### config.mk
export PLATFORM = sky130hd
export DESIGN_NAME = xprog_loader
export DESIGN_NICKNAME = d
export VERILOG_FILES = /design/src/rtl/xprog_loader_pkg.sv /design/src/rtl/xprog_ldr_asm.sv /design/src/rtl/xprog_loader.sv
export SDC_FILE = /design/constraint.sdc
export NUM_CORES = 1
export LEC_CHECK = 0
export CAP_MARGIN = 20
export CORE_MARGIN = 1.5
export CORE_UTILIZATION = 60
export CTS_CLUSTER_DIAMETER = 30
export DETAILED_ROUTE_END_ITERATION = 8
export PLACE_DENSITY_LB_ADDON = 0.25
export SYNTH_ARGS = -nofsm -noshare
export SYNTH_HDL_FRONTEND = slang
export SYNTH_SLANG_ARGS = --single-unit
export TNS_END_PERCENT = 50
### constraint.sdc
create_clock -name clk -period 4.12 [get_ports clk]
set_input_delay 1.03 -clock clk [delete_from_list [all_inputs] [get_ports clk]]
set_output_delay 1.03 -clock clk [all_outputs]
set_load 0.005 [all_outputs]
### src/rtl/xprog_loader_pkg.sv
// Shared definitions for the boot-time program loader: state encodings,
// length-field width and default geometry tied to the program RAM.
package xprog_loader_pkg;

   localparam int PROG_RAM_ADDR_W = 9;
   localparam int LDR_DATA_W_DEF  = 32;
   localparam int LDR_ADDR_W_DEF  = PROG_RAM_ADDR_W;
   localparam int LDR_LEN_W       = 16;

   typedef enum logic [2:0] {
      LDR_IDLE   = 3'd0,
      LDR_LEN_HI = 3'd1,
      LDR_LEN_LO = 3'd2,
      LDR_WORD   = 3'd3,
      LDR_WRITE  = 3'd4,
      LDR_CHK    = 3'd5,
      LDR_DONE   = 3'd6,
      LDR_ERR    = 3'd7
   } ldr_state_e;

endpackage

### src/rtl/xprog_ldr_asm.sv
// Byte-to-word shift assembler: bytes arrive MSB first, word_full flags the
// shift that completes a word so the loader can write it on the next cycle.
module xprog_ldr_asm
   import xprog_loader_pkg::*;
#(
   parameter int DATA_W = LDR_DATA_W_DEF
)
(
   input  logic              clk,
   input  logic              rst_n,
   input  logic              clear,
   input  logic              shift_en,
   input  logic [7:0]        byte_in,
   output logic [DATA_W-1:0] word,
   output logic              word_full
);

   localparam int BPW   = DATA_W / 8;
   localparam int CNT_W = (BPW > 1) ? $clog2(BPW) : 1;
   localparam logic [CNT_W-1:0] CNT_LAST = CNT_W'(BPW - 1);

   logic [DATA_W-1:0] word_q, word_d;
   logic [CNT_W-1:0]  cnt_q, cnt_d;

   always_comb begin
      word_d = word_q;
      cnt_d  = cnt_q;
      if (clear) begin
         word_d = '0;
         cnt_d  = '0;
      end else if (shift_en) begin
         word_d = (word_q << 8) | DATA_W'(byte_in);
         cnt_d  = (cnt_q == CNT_LAST) ? '0 : cnt_q + 1'b1;
      end
   end

   always_ff @(posedge clk or negedge rst_n) begin
      if (!rst_n) begin
         word_q <= '0;
         cnt_q  <= '0;
      end else begin
         word_q <= word_d;
         cnt_q  <= cnt_d;
      end
   end

   assign word      = word_q;
   assign word_full = shift_en && !clear && (cnt_q == CNT_LAST);

endmodule

### src/rtl/xprog_loader.sv
// Boot-time program loader: length-prefixed byte stream into program RAM words.
// Optional trailing XOR checksum byte enabled by XPROG_LDR_CHECKSUM_EN.
module xprog_loader
   import xprog_loader_pkg::*;
#(
   parameter int DATA_W = LDR_DATA_W_DEF,
   parameter int ADDR_W = LDR_ADDR_W_DEF
)
(
   input  logic              clk,
   input  logic              rst_n,
   input  logic              start,
   input  logic [7:0]        rx_data,
   input  logic              rx_valid,
   output logic              rx_ready,
   output logic              data_sel,
   output logic              data_we,
   output logic [ADDR_W-1:0] data_addr,
   output logic [DATA_W-1:0] data_in,
   output logic              busy,
   output logic              done,
   output logic              err,
   output logic              cpu_rst
);

   localparam logic [LDR_LEN_W:0] MAX_N = {{LDR_LEN_W{1'b0}}, 1'b1} << ADDR_W;

`ifdef XPROG_LDR_CHECKSUM_EN
   localparam ldr_state_e FINAL_ST = LDR_CHK;
`else
   localparam ldr_state_e FINAL_ST = LDR_DONE;
`endif

   ldr_state_e           state_q, state_d;
   logic [LDR_LEN_W-1:0] len_q, len_d;
   logic [LDR_LEN_W-1:0] idx_q, idx_d;
   logic [ADDR_W-1:0]    addr_q, addr_d;
   logic [DATA_W-1:0]    din_q, din_d;
   logic [LDR_LEN_W:0]   n_rx;
   logic                 accept;
   logic                 asm_clear, asm_shift, asm_full;
   logic [DATA_W-1:0]    asm_word;
`ifdef XPROG_LDR_CHECKSUM_EN
   logic [7:0]           csum_q, csum_d;
`endif

   assign rx_ready = state_q inside {LDR_LEN_HI, LDR_LEN_LO, LDR_WORD, LDR_CHK};
   assign accept   = rx_valid && rx_ready;

   xprog_ldr_asm #(.DATA_W(DATA_W)) u_asm (
      .clk      (clk),
      .rst_n    (rst_n),
      .clear    (asm_clear),
      .shift_en (asm_shift),
      .byte_in  (rx_data),
      .word     (asm_word),
      .word_full(asm_full)
   );

   always_comb begin
      state_d   = state_q;
      len_d     = len_q;
      idx_d     = idx_q;
      addr_d    = addr_q;
      din_d     = din_q;
      n_rx      = '0;
      asm_clear = 1'b0;
      asm_shift = 1'b0;
`ifdef XPROG_LDR_CHECKSUM_EN
      csum_d    = csum_q;
`endif
      case (state_q)
         LDR_IDLE, LDR_DONE, LDR_ERR: begin
            if (start) begin
               state_d   = LDR_LEN_HI;
               len_d     = '0;
               idx_d     = '0;
               addr_d    = '0;
               asm_clear = 1'b1;
`ifdef XPROG_LDR_CHECKSUM_EN
               csum_d    = '0;
`endif
            end
         end
         LDR_LEN_HI: begin
            if (accept) begin
               len_d   = {rx_data, 8'h00};
               state_d = LDR_LEN_LO;
            end
         end
         LDR_LEN_LO: begin
            if (accept) begin
               len_d = {len_q[15:8], rx_data};
               n_rx  = {1'b0, len_q[15:8], rx_data};
               if (n_rx > MAX_N)
                  state_d = LDR_ERR;
               else if (n_rx == '0)
                  state_d = FINAL_ST;
               else
                  state_d = LDR_WORD;
            end
         end
         LDR_WORD: begin
            if (accept) begin
               asm_shift = 1'b1;
`ifdef XPROG_LDR_CHECKSUM_EN
               csum_d    = csum_q ^ rx_data;
`endif
               if (asm_full)
                  state_d = LDR_WRITE;
            end
         end
         // The outputs show the live index/word here; the hold registers keep them afterwards.
         LDR_WRITE: begin
            idx_d  = idx_q + 16'd1;
            addr_d = idx_q[ADDR_W-1:0];
            din_d  = asm_word;
            if (idx_q + 16'd1 == len_q)
               state_d = FINAL_ST;
            else
               state_d = LDR_WORD;
         end
`ifdef XPROG_LDR_CHECKSUM_EN
         LDR_CHK: begin
            if (accept)
               state_d = ((csum_q ^ rx_data) == 8'h00) ? LDR_DONE : LDR_ERR;
         end
`endif
         default: state_d = LDR_ERR;
      endcase
   end

   always_ff @(posedge clk or negedge rst_n) begin
      if (!rst_n) begin
         state_q <= LDR_IDLE;
         len_q   <= '0;
         idx_q   <= '0;
         addr_q  <= '0;
         din_q   <= '0;
`ifdef XPROG_LDR_CHECKSUM_EN
         csum_q  <= '0;
`endif
      end else begin
         state_q <= state_d;
         len_q   <= len_d;
         idx_q   <= idx_d;
         addr_q  <= addr_d;
         din_q   <= din_d;
`ifdef XPROG_LDR_CHECKSUM_EN
         csum_q  <= csum_d;
`endif
      end
   end

   assign data_sel  = (state_q == LDR_WRITE);
   assign data_we   = (state_q == LDR_WRITE);
   assign data_addr = (state_q == LDR_WRITE) ? idx_q[ADDR_W-1:0] : addr_q;
   assign data_in   = (state_q == LDR_WRITE) ? asm_word : din_q;
   assign busy      = !(state_q inside {LDR_IDLE, LDR_DONE, LDR_ERR});
   assign done      = (state_q == LDR_DONE);
   assign err       = (state_q == LDR_ERR);
   // The CPU is only released by a successful load; reset and errors keep it held.
   assign cpu_rst   = (state_q != LDR_DONE);

endmodule

=== After elaboration in Yosys (flattened, before gate mapping) ===
Cells that the tools add are included.

* Register bits: 110
* Output and inout bits: 48
* Word-level logic and storage cells: 73

* Reductions and logical operators: 18
* Muxes and demuxes: 27
* $lt $le $gt $ge: 1
* Bitwise logic cells: 2
* Add/subtract/negate cells: 2
* Equal/unequal tests: 15

{| class="wikitable"
|+ Operator list
! kind !! count
|-
| 2-to-1 mux 32 bit || 3
|-
| case mux 16 bit (3 select lines) || 1
|-
| 2-to-1 mux 16 bit || 2
|-
| bitwise OR 32 x 8 -> 32 bit || 1
|-
| case mux 16 bit (2 select lines) || 1
|-
| 2-to-1 mux 3 bit || 8
|-
| 2-to-1 mux 9 bit || 2
|-
| case mux 9 bit (2 select lines) || 1
|-
| adder 16 x 1 -> 16 bit, second input constant || 1
|-
| equality test 16 bit || 1
|-
| > comparator 16 x 10 -> 1 bit, second input constant || 1
|-
| logical NOT 16 bit || 1
|-
| case mux 3 bit (5 select lines) || 1
|-
| equality test 3 bit, second input constant || 4
|-
| inequality test 2 bit, second input constant || 5
|-
| 2-to-1 mux 8 bit || 1
|-
| AND reduction 4 bit || 2
|-
| equality test 3 x 2 -> 1 bit, second input constant || 2
|-
| 2-to-1 mux 2 bit || 3
|-
| nonzero test 2 bit || 3
|-
| nonzero test 3 bit || 2
|-
| AND reduction 5 bit || 1
|-
| 2-to-1 mux 1 bit || 4
|-
| nonzero test 4 bit || 1
|-
| 10 further kinds || 13
|}

=== Depth between registers and ports, before layout ===
Gate-level depths: netlist of run 1.

* Word-level depth: 10
* Gate-level depth with buffers: 8
* Mapped depth without buffers: 7

=== By module ===
From an unflattened synthesis of run 1, not the netlist that was laid out.

* Cells, all modules: 611
* Area total of the unflattened synthesis: 5539.1 µm²

{| class="wikitable"
|+ By module, submodules not included
! module !! times used !! area each (µm²) !! seq. area each (µm²) !! cells each
|-
| xprog_loader || 1 || 4107.7 || 1901.8 || 498
|-
| xprog_ldr_asm || 1 || 1431.4 || 850.8 || 113
|}

=== Worst setup path after synthesis of run 1 ===
OpenSTA, ideal clock, no wires.

* Kind: register -> output
* From: register state_q[1]
* To: output data_we
* Arrival time: 1.585 ns
* Setup slack: 1.505 ns
* Cell stages (with the launch flop): 8
* Cells stage by stage: dfrtp_1 -> clkbuf_1 -> nor2_1 -> nand2_1 -> inv_2 -> buf_2 -> buf_1 -> buf_4

* Cells in the longest elaborated chain, start to end: 1

{| class="wikitable"
|+ RTL lines
! element !! line !! RTL
|-
| from (decl) || xprog_loader.sv:34 || <nowiki>ldr_state_e state_q, state_d;</nowiki>
|-
| from (signal assigned) || xprog_loader.sv:144 || <nowiki>state_q <= state_d;</nowiki>
|-
| equality test 3 bit || - ||
|-
| to (decl) || xprog_loader.sv:17 || <nowiki>output logic data_we,</nowiki>
|}

Every way passes these cells.

=== Final worst setup path of run 1 ===
* From: register state_q[0]
* To: output data_in[26]

* Cells in the longest elaborated chain, start to end: 2

{| class="wikitable"
|+ RTL lines
! element !! line !! RTL
|-
| equality test 3 bit || xprog_loader.sv:158 || <nowiki>assign data_in = (state_q == LDR_WRITE) ? asm_word : din_q;</nowiki>
|-
| 2-to-1 mux 32 bit || - ||
|-
| to (decl) || xprog_loader.sv:19 || <nowiki>output logic [DATA_W-1:0] data_in,</nowiki>
|}

Every way passes these cells.

==> results of run 1 <==
metrics by stage:
stage / hold WS [ns] / area [um^2] / setup WS, ns
finish: 0.4846 / 5941 / 0.2829
global route: 0.5101 / 5941 / 0.01814
CTS: 0.4872 / 5941 / 0.2645
detailed placement: 0.4603 / 5753 / 0.6960
global placement: 0.4549 / 5753 / 0.8050
floorplan: 0.4617 / 5105 / 1.506
state kept, by name, indices dropped and copies added, names as in the netlist:
register	count
addr_q	9
din_q	32
idx_q	16
len_q	16
state_q	3
u_asm.cnt_q	2
u_asm.word	32
worst reg2reg max path, delay by kind of cell (launching register included):
| family | cells | cell delay, ns |
|---|---|---|
| AND/OR/NAND/NOR | 3 | 0.98 |
| XOR/XNOR | 1 | 0.19 |
| flip-flops | 1 | 0.51 |
| adder cells (fa/ha/maj) | 1 | 0.29 |
| AO/OA/AOI/OAI | 2 | 0.39 |
per-layer routing:
metal	routed length [um]	global-route usage [%]
met1	5177	41.80
met3	643	3.748
met2	4960	39.24
met5	0	0
met4	142	9.204
placed cells by master, fill, tap and decap left out, types with 11 or more instances in the layout:
master,instances
sky130_fd_sc_hd__nand2_1,129
sky130_fd_sc_hd__dfrtp_1,110
sky130_fd_sc_hd__clkdlybuf4s50_1,58
sky130_fd_sc_hd__o21ai_0,43
sky130_fd_sc_hd__a22o_1,43
sky130_fd_sc_hd__nand3_1,25
sky130_fd_sc_hd__inv_1,23
sky130_fd_sc_hd__nor2_1,20
sky130_fd_sc_hd__xnor2_1,12
sky130_fd_sc_hd__a21oi_1,11
power groups by stage:
stage / Clock (uW) / Sequential, uW / Combinational [uW]
after floorplan: 0 / 1540 / 844
after global placement: 0 / 1640 / 1190
after detailed placement: 0 / 1660 / 1220
after CTS: 645 / 1640 / 1230
after global routing: 688 / 1690 / 1370
final: 635 / 1640 / 1230
final cells by class:
cell class                 instances  share of cell area [%]
sequential                       110                   46.34
clock buffer                      10                   2.148
clock inverter                     6                   1.011
tap                              105                   2.211
multi-input combinational        369                   35.49
inverter                          24                   1.516
timing repair buffer              65                   11.29
worst paths after layout:
check                              endpoint  slack (ns)  cells past startpoint
worst max-delay path            data_in[26]        0.28                      7
worst min-delay path              din_q[27]        0.48                      2
worst max register to register   state_q[2]        1.73                      7
worst min register to register    din_q[27]        0.48                      2
max in group asynchronous        state_q[1]        2.99                      2
min in group asynchronous         addr_q[6]        0.71                      2
kinds of logic after synthesis:
logic type	count (synthesis)	share of synthesized area [%]
compound gates	124	16.91
xor+xnor	22	4.044
fa+ha+maj	2	0.4901
buf+inv	60	4.926
flops	110	53.92
mux	2	0.3922
simple gates	219	19.31
==> run summary, run 1 <==
The flow ran to the end, and the final reports show no timing, DRC or antenna violations. The worst path required time was 3.09 ns; the post-synthesis cell type count was 54. The tool flagged a number of max-cap violations equal to 0. The post-synthesis async set-or-reset flop share was 100.0%; the fraction of power consumed by the clock network was 18.1%.

In this run the biggest area consumer among cell types represents 53.92% of the synthesized area. The signal on the critical path passes through nor2_1 > nand2_2 > inv_2 > buf_12 > nand2_1 > nand2_1 > clkdlybuf4s50_1. The floorplan step defined a die boundary enclosing 0.009071 mm^2. The average cell area after synthesis came out at 9.471 um^2.

Fill cells in the final layout number 623. The via density per instance works out to 5.903. The run gives 9 as the number of buffers inserted during clock tree synthesis.

The mapped netlist covers 0.005105 mm^2. Share of post-route cells with drive strength above 1: 5.993%. The hold violation total from the final report was 0. Setup violations remaining at the end of the flow were counted as 0. Routability-driven placement finished with a final weighted congestion of 0.8445. The first global-routing pass estimated 18.80 mm of wire. Summed over all layers, the routed wires come to 10.92 mm. The logs give 110 for the total number of clock tree sinks and 35.0% for the combinational share of power.

The number of buffers and inverters on the critical path is 3. Synthesis produced a netlist whose cell count is 539. The run gives 673 as the total placed cells including tap cells. The run gives 60 as the number of top-level pins. The most frequent cell on the critical path was sky130_fd_sc_hd__nand2_1.

For this design, the slowest cell found on the critical path is sky130_fd_sc_hd__dfrtp_1. The chip width was 95.24 um. Measured along the y axis, the die boundary spans 95.24 um. CTS built an H-tree with a depth of 3. For the global-route usage over all layers, the log shows 27.09%.

The tightest min-delay check is of the flip-flop to flip-flop type. Counting along the longest clock path gives a buffer depth of 2. The remaining routing DRC violations was 0; the core region area was 0.008217 mm^2. The launch point of the worst reg-to-reg path is idx_q[0]. The count of nets after finishing is 593. Count of flip-flops with a built-in enable after synthesis: 0. STA puts the critical path data arrival time at 2.81 ns. The run gives 0 as the number of inserted diodes. For this run, the register share of the synthesized area comes to 53.92%. The tools report the area occupied by multi-input gates as 0.002108 mm^2. Clock-pin transition on the worst setup and hold timing paths: 0.12 ns. The first-iteration detailed-routing DRC count was 250. In this run, flip-flops and latches consume 46.9% of the power. The slew at the pin with the worst max-slew slack is 0.9336 ns, and the post-CTS setup-driven buffer insertion count is 0.

The power density over the cells is 589.7 mW/mm^2. The longest individual stage delay on the worst path is 0.55 ns, and the switching share of power is 36.82%. The flop and latch count out of synthesis works out to 110. The worst setup path is launched from a flip-flop. For this run, the detailed router's first-pass iteration total came to 5. Once the clock tree was built, the resizer swapped 0 gates to a different size. During placement, the flow inserted port buffers numbering 59.

In the final routed layout, each cell accounts on average for 15.85 um. Across all layers, the routed design uses 4067 vias. The aggregate global routing overflow came out at 0. From synthesis to final layout, the design area changed by 16.37%.

The internal portion of the total power is 2213 uW. The count of pins over their slew limit came out at 0. Setup repair after global routing left no endpoint under its margin. The primary flip-flop cell chosen by synthesis mapping is sky130_fd_sc_hd__dfrtp_1.

TritonCTS built the clock tree. The tools report the hold buffer count at CTS as 0. In the synthesized netlist, the cells that appear most often are sky130_fd_sc_hd__nand2_1, sky130_fd_sc_hd__dfrtp_1, sky130_fd_sc_hd__a22o_1, sky130_fd_sc_hd__o21ai_0, sky130_fd_sc_hd__nand3_1.

After legalization and detailed placement, the total HPWL measured 7.252 mm. Summed over all cells, the static leakage comes to 0.002808 uW. Across the VDD grid, the largest voltage drop is 0.4147 mV. The Yosys step of the flow raised 0 warnings. Initial antenna violation count: 0.

The worst hold path begins at din_q[27]. In this run the core area contains 33 standard-cell rows. The category of the most critical setup path was flip-flop to output port.

By area the synthesized netlist is led by sky130_fd_sc_hd__dfrtp_1, sky130_fd_sc_hd__nand2_1, sky130_fd_sc_hd__a22o_1. The final critical-path required period works out to 3.837 ns. The first element of the critical path was state_q[0].

The most common cell in the synthesized netlist is sky130_fd_sc_hd__nand2_1. The dominant delay contributor by cell family on the critical path is buffers and inverters. Clock tree root buffer cell: sky130_fd_sc_hd__clkbuf_8.

Along the worst path, the maximum fanout reaches 53. The run gives 0 as the antenna violation net count after detailed routing. In the final timing run, aggregate negative setup slack is 0 ns. Across the whole layout, storage elements account for 0.002753 mm^2. The design draws 3503 uW. The via count of the first global-routing pass is 3785. Once layout is complete, the cells apart from fillers number 689. The post-synthesis net count was 553.

The logs give 72.30% for the final design utilization and 0.38 ns for the clock insertion delay at the later pin of the skew report. The worst-case headroom to the max-slew limit is 37.39%. STA classifies the critical path endpoint as an output port.

For this design the total switching power over the nets is 1290 uW. The logs give 62.13% for the initial cell density of the core and 0.01501 ns for the worst clock skew. The upper clock frequency limit is 260.6 MHz, and the post-route fraction of the period consumed by the critical path is 93.13%. The pin count of the biggest net entering global routing was 111. The library cell occupying the most area in the post-synthesis netlist is sky130_fd_sc_hd__dfrtp_1.
Note: power is estimated with default switching activity, not from simulation.
==> inputs of run 2 (changes only) <==
Settings changed: CORE_UTILIZATION 60 to 50.
Clock period 4.12 ns to 3.3 ns, I/O delays scaled along.
==> run summary, run 2 (synthesized netlist as in run 1, its figures left out) <==
The largest fanout on the critical path was 25; the upper clock frequency limit was 319.2 MHz. Wire segments on met2 add up to 4.973 mm in the final route. The worst setup path is launched from a flip-flop. The final critical-path required period was 3.133 ns; the worst clock skew was 0.01109 ns. The data arrival time at the worst-slack endpoint came out at 2.31 ns. The number of top-level pins was 60.

OpenSTA, run right after detailed placement, puts the worst setup slack at 0.5343 ns. For the worst setup path, the data required time is 2.47 ns. The logs give 4080 for the total via count in the routed design and 0.005833 mm^2 for the cell area reported after detailed placement.

The footprint of the flip-flops and latches came out at 0.002754 mm^2. The number of iterations in the first detailed-routing pass is 5, and the number of gates resized after cts is 0. Once detailed placement completed, the half-perimeter wirelength came to 7.877 mm.

In this run the deepest clock path goes through 2 buffers. The core region area is 0.009819 mm^2, and the H-tree level count is 3. For the pin with the worst max-slew slack, the measured transition is 0.5173 ns. The sum of negative setup slack is 0 ns.

The count of pins over their slew limit was 0; the summed area of non-filler cells in the final layout was 0.006036 mm^2. The logs give 18.99 mm for the global-route wire length before repair and 11.25 mm for the overall routed net length. The die covers 0.01083 mm^2. Setup violations remaining at the end of the flow were counted as 0. The number of inserted diodes is 0. STA classifies the critical path endpoint as an output port. TritonCTS built the clock tree. The worst path meets setup with 0.1668 ns of slack. Port buffering added 59 buffers.

The average wire per standard cell was 15.56 um. The share of post-route cells with drive strength above 1 was 7.288%; the wire length on met1 was 5.425 mm. Using the TritonRoute via totals, the vias-per-cell ratio works out to 5.643. The logs give 0 for the number of maximum-capacitance constraint violations and 900 for the number of filler instances in the final layout. The logs give 0 for the initial antenna violation count and 0 for the post-CTS setup-driven buffer insertion count. Summed over all nets, wire length on met3 after detailed routing comes to 579 um.

Headroom to the max-slew limit came out at 65.38%. The count of nets after finishing is 599, and the power density over the cells is 740.8 mW/mm^2. The area occupied by multi-input gates is 0.002108 mm^2, and the first-iteration detailed-routing DRC count is 294. TritonCTS created 9 clock buffers.

The global-route usage over all layers was 21.94%. In this run the remaining antenna-violating nets after routing total 0. Once the floorplan was initialized, standard cells occupied 51.99% of the core. Across the VDD grid, the largest voltage drop is 0.4509 mV. After clock tree synthesis, the clock-pin slew on the worst setup and hold paths is 0.10 ns.

Routability-driven placement finished with a final weighted congestion of 0.9180. Compared with the post-synthesis result, the final layout area differs by 18.24%. The final design utilization is 61.47%, and the hold violation total from the final report is 0. The run finished with clean final reports.

After layout, the design draws a total of 4471 uW. In the finished design, the share of the clock period the worst path needs comes to 94.94%. By startpoint and endpoint, the worst setup path is classified as flip-flop to output port.

The detailed router used layers up to and including met4. The library cell used most frequently in the layout, excluding fill and tap cells, is sky130_fd_sc_hd__nand2_1. Buffers inserted to repair hold after CTS numbered 0. CTS saw 110 sinks. The pin count of the biggest net entering global routing is 90. After floorplanning, the core was divided into 36 placement rows. The tools report the aggregate global routing overflow as 0.

The tools report the clock insertion delay at the later pin of the skew report as 0.39 ns. Setup repair after global routing left no endpoint under its margin. The worst hold path class was input pin to async pin.

In this run the clock root is driven by a sky130_fd_sc_hd__clkbuf_8. The library cells used most frequently in the layout, excluding fill and tap cells, are sky130_fd_sc_hd__nand2_1, sky130_fd_sc_hd__dfrtp_1, sky130_fd_sc_hd__clkdlybuf4s50_1. Remaining routing DRC violations: 0.

The chip width is 104.0 um, and the via count of the first global-routing pass is 3861. The die height was 104.0 um; the leakage power was 0.002841 uW.
run 2: report_power, final:
group          switching, uW  internal, uW  total (uW)
clock network            479           362         842
logic                    828           785        1610
registers                300          1720        2020
total                   1610          2860        4470
run 2: per-layer routing:
layer / vias to the layer above / global-route usage, %
met3: 23 / 4.386
met2: 120 / 30.70
met1: 1979 / 32.81
met5: - / 0
li1: 1958 / -
met4: 0 / 10.02
run 2: final cells by class:
type | count | area share (%)
Clock inverter | 7 | 1.285
Timing Repair Buffer | 71 | 11.86
Clock buffer | 9 | 2.052
Sequential cell | 110 | 45.63
Multi-Input combinational cell | 369 | 34.93
Inverter | 24 | 1.493
Tap cell | 133 | 2.757
run 2: path summary, 6_finish.rpt:
check	slack (ns)	to	from	depth (start not counted)
setup / recovery	0.17	data_in[19]	state_q[0]	7
min in group clk	0.48	din_q[22]	din_q[22]	2
setup reg to reg	0.92	state_q[2]	idx_q[0]	7
max in group asynchronous	2.25	din_q[17]	rst_n	2
hold reg to reg	0.48	din_q[22]	din_q[22]	2
hold / removal	0.32	idx_q[14]	rst_n	1
run 2: critical path: stages, from the launching register on:
cell                              delay [ns]
sky130_fd_sc_hd__dfrtp_1                0.40
sky130_fd_sc_hd__nor2_1                 0.26
sky130_fd_sc_hd__nand2_2                0.13
sky130_fd_sc_hd__inv_2                  0.25
sky130_fd_sc_hd__buf_12                 0.21
sky130_fd_sc_hd__nand2_1                0.07
sky130_fd_sc_hd__nand2_1                0.09
sky130_fd_sc_hd__clkdlybuf4s50_1        0.53
run 2: per-stage QoR:
stage	instances	hold slack, ns
final	723	0.3232
after global routing	723	0.3324
after CTS	723	0.3215
after detailed placement	707	0.4590
after global placement	707	0.4527
after floorplan	539	0.4617
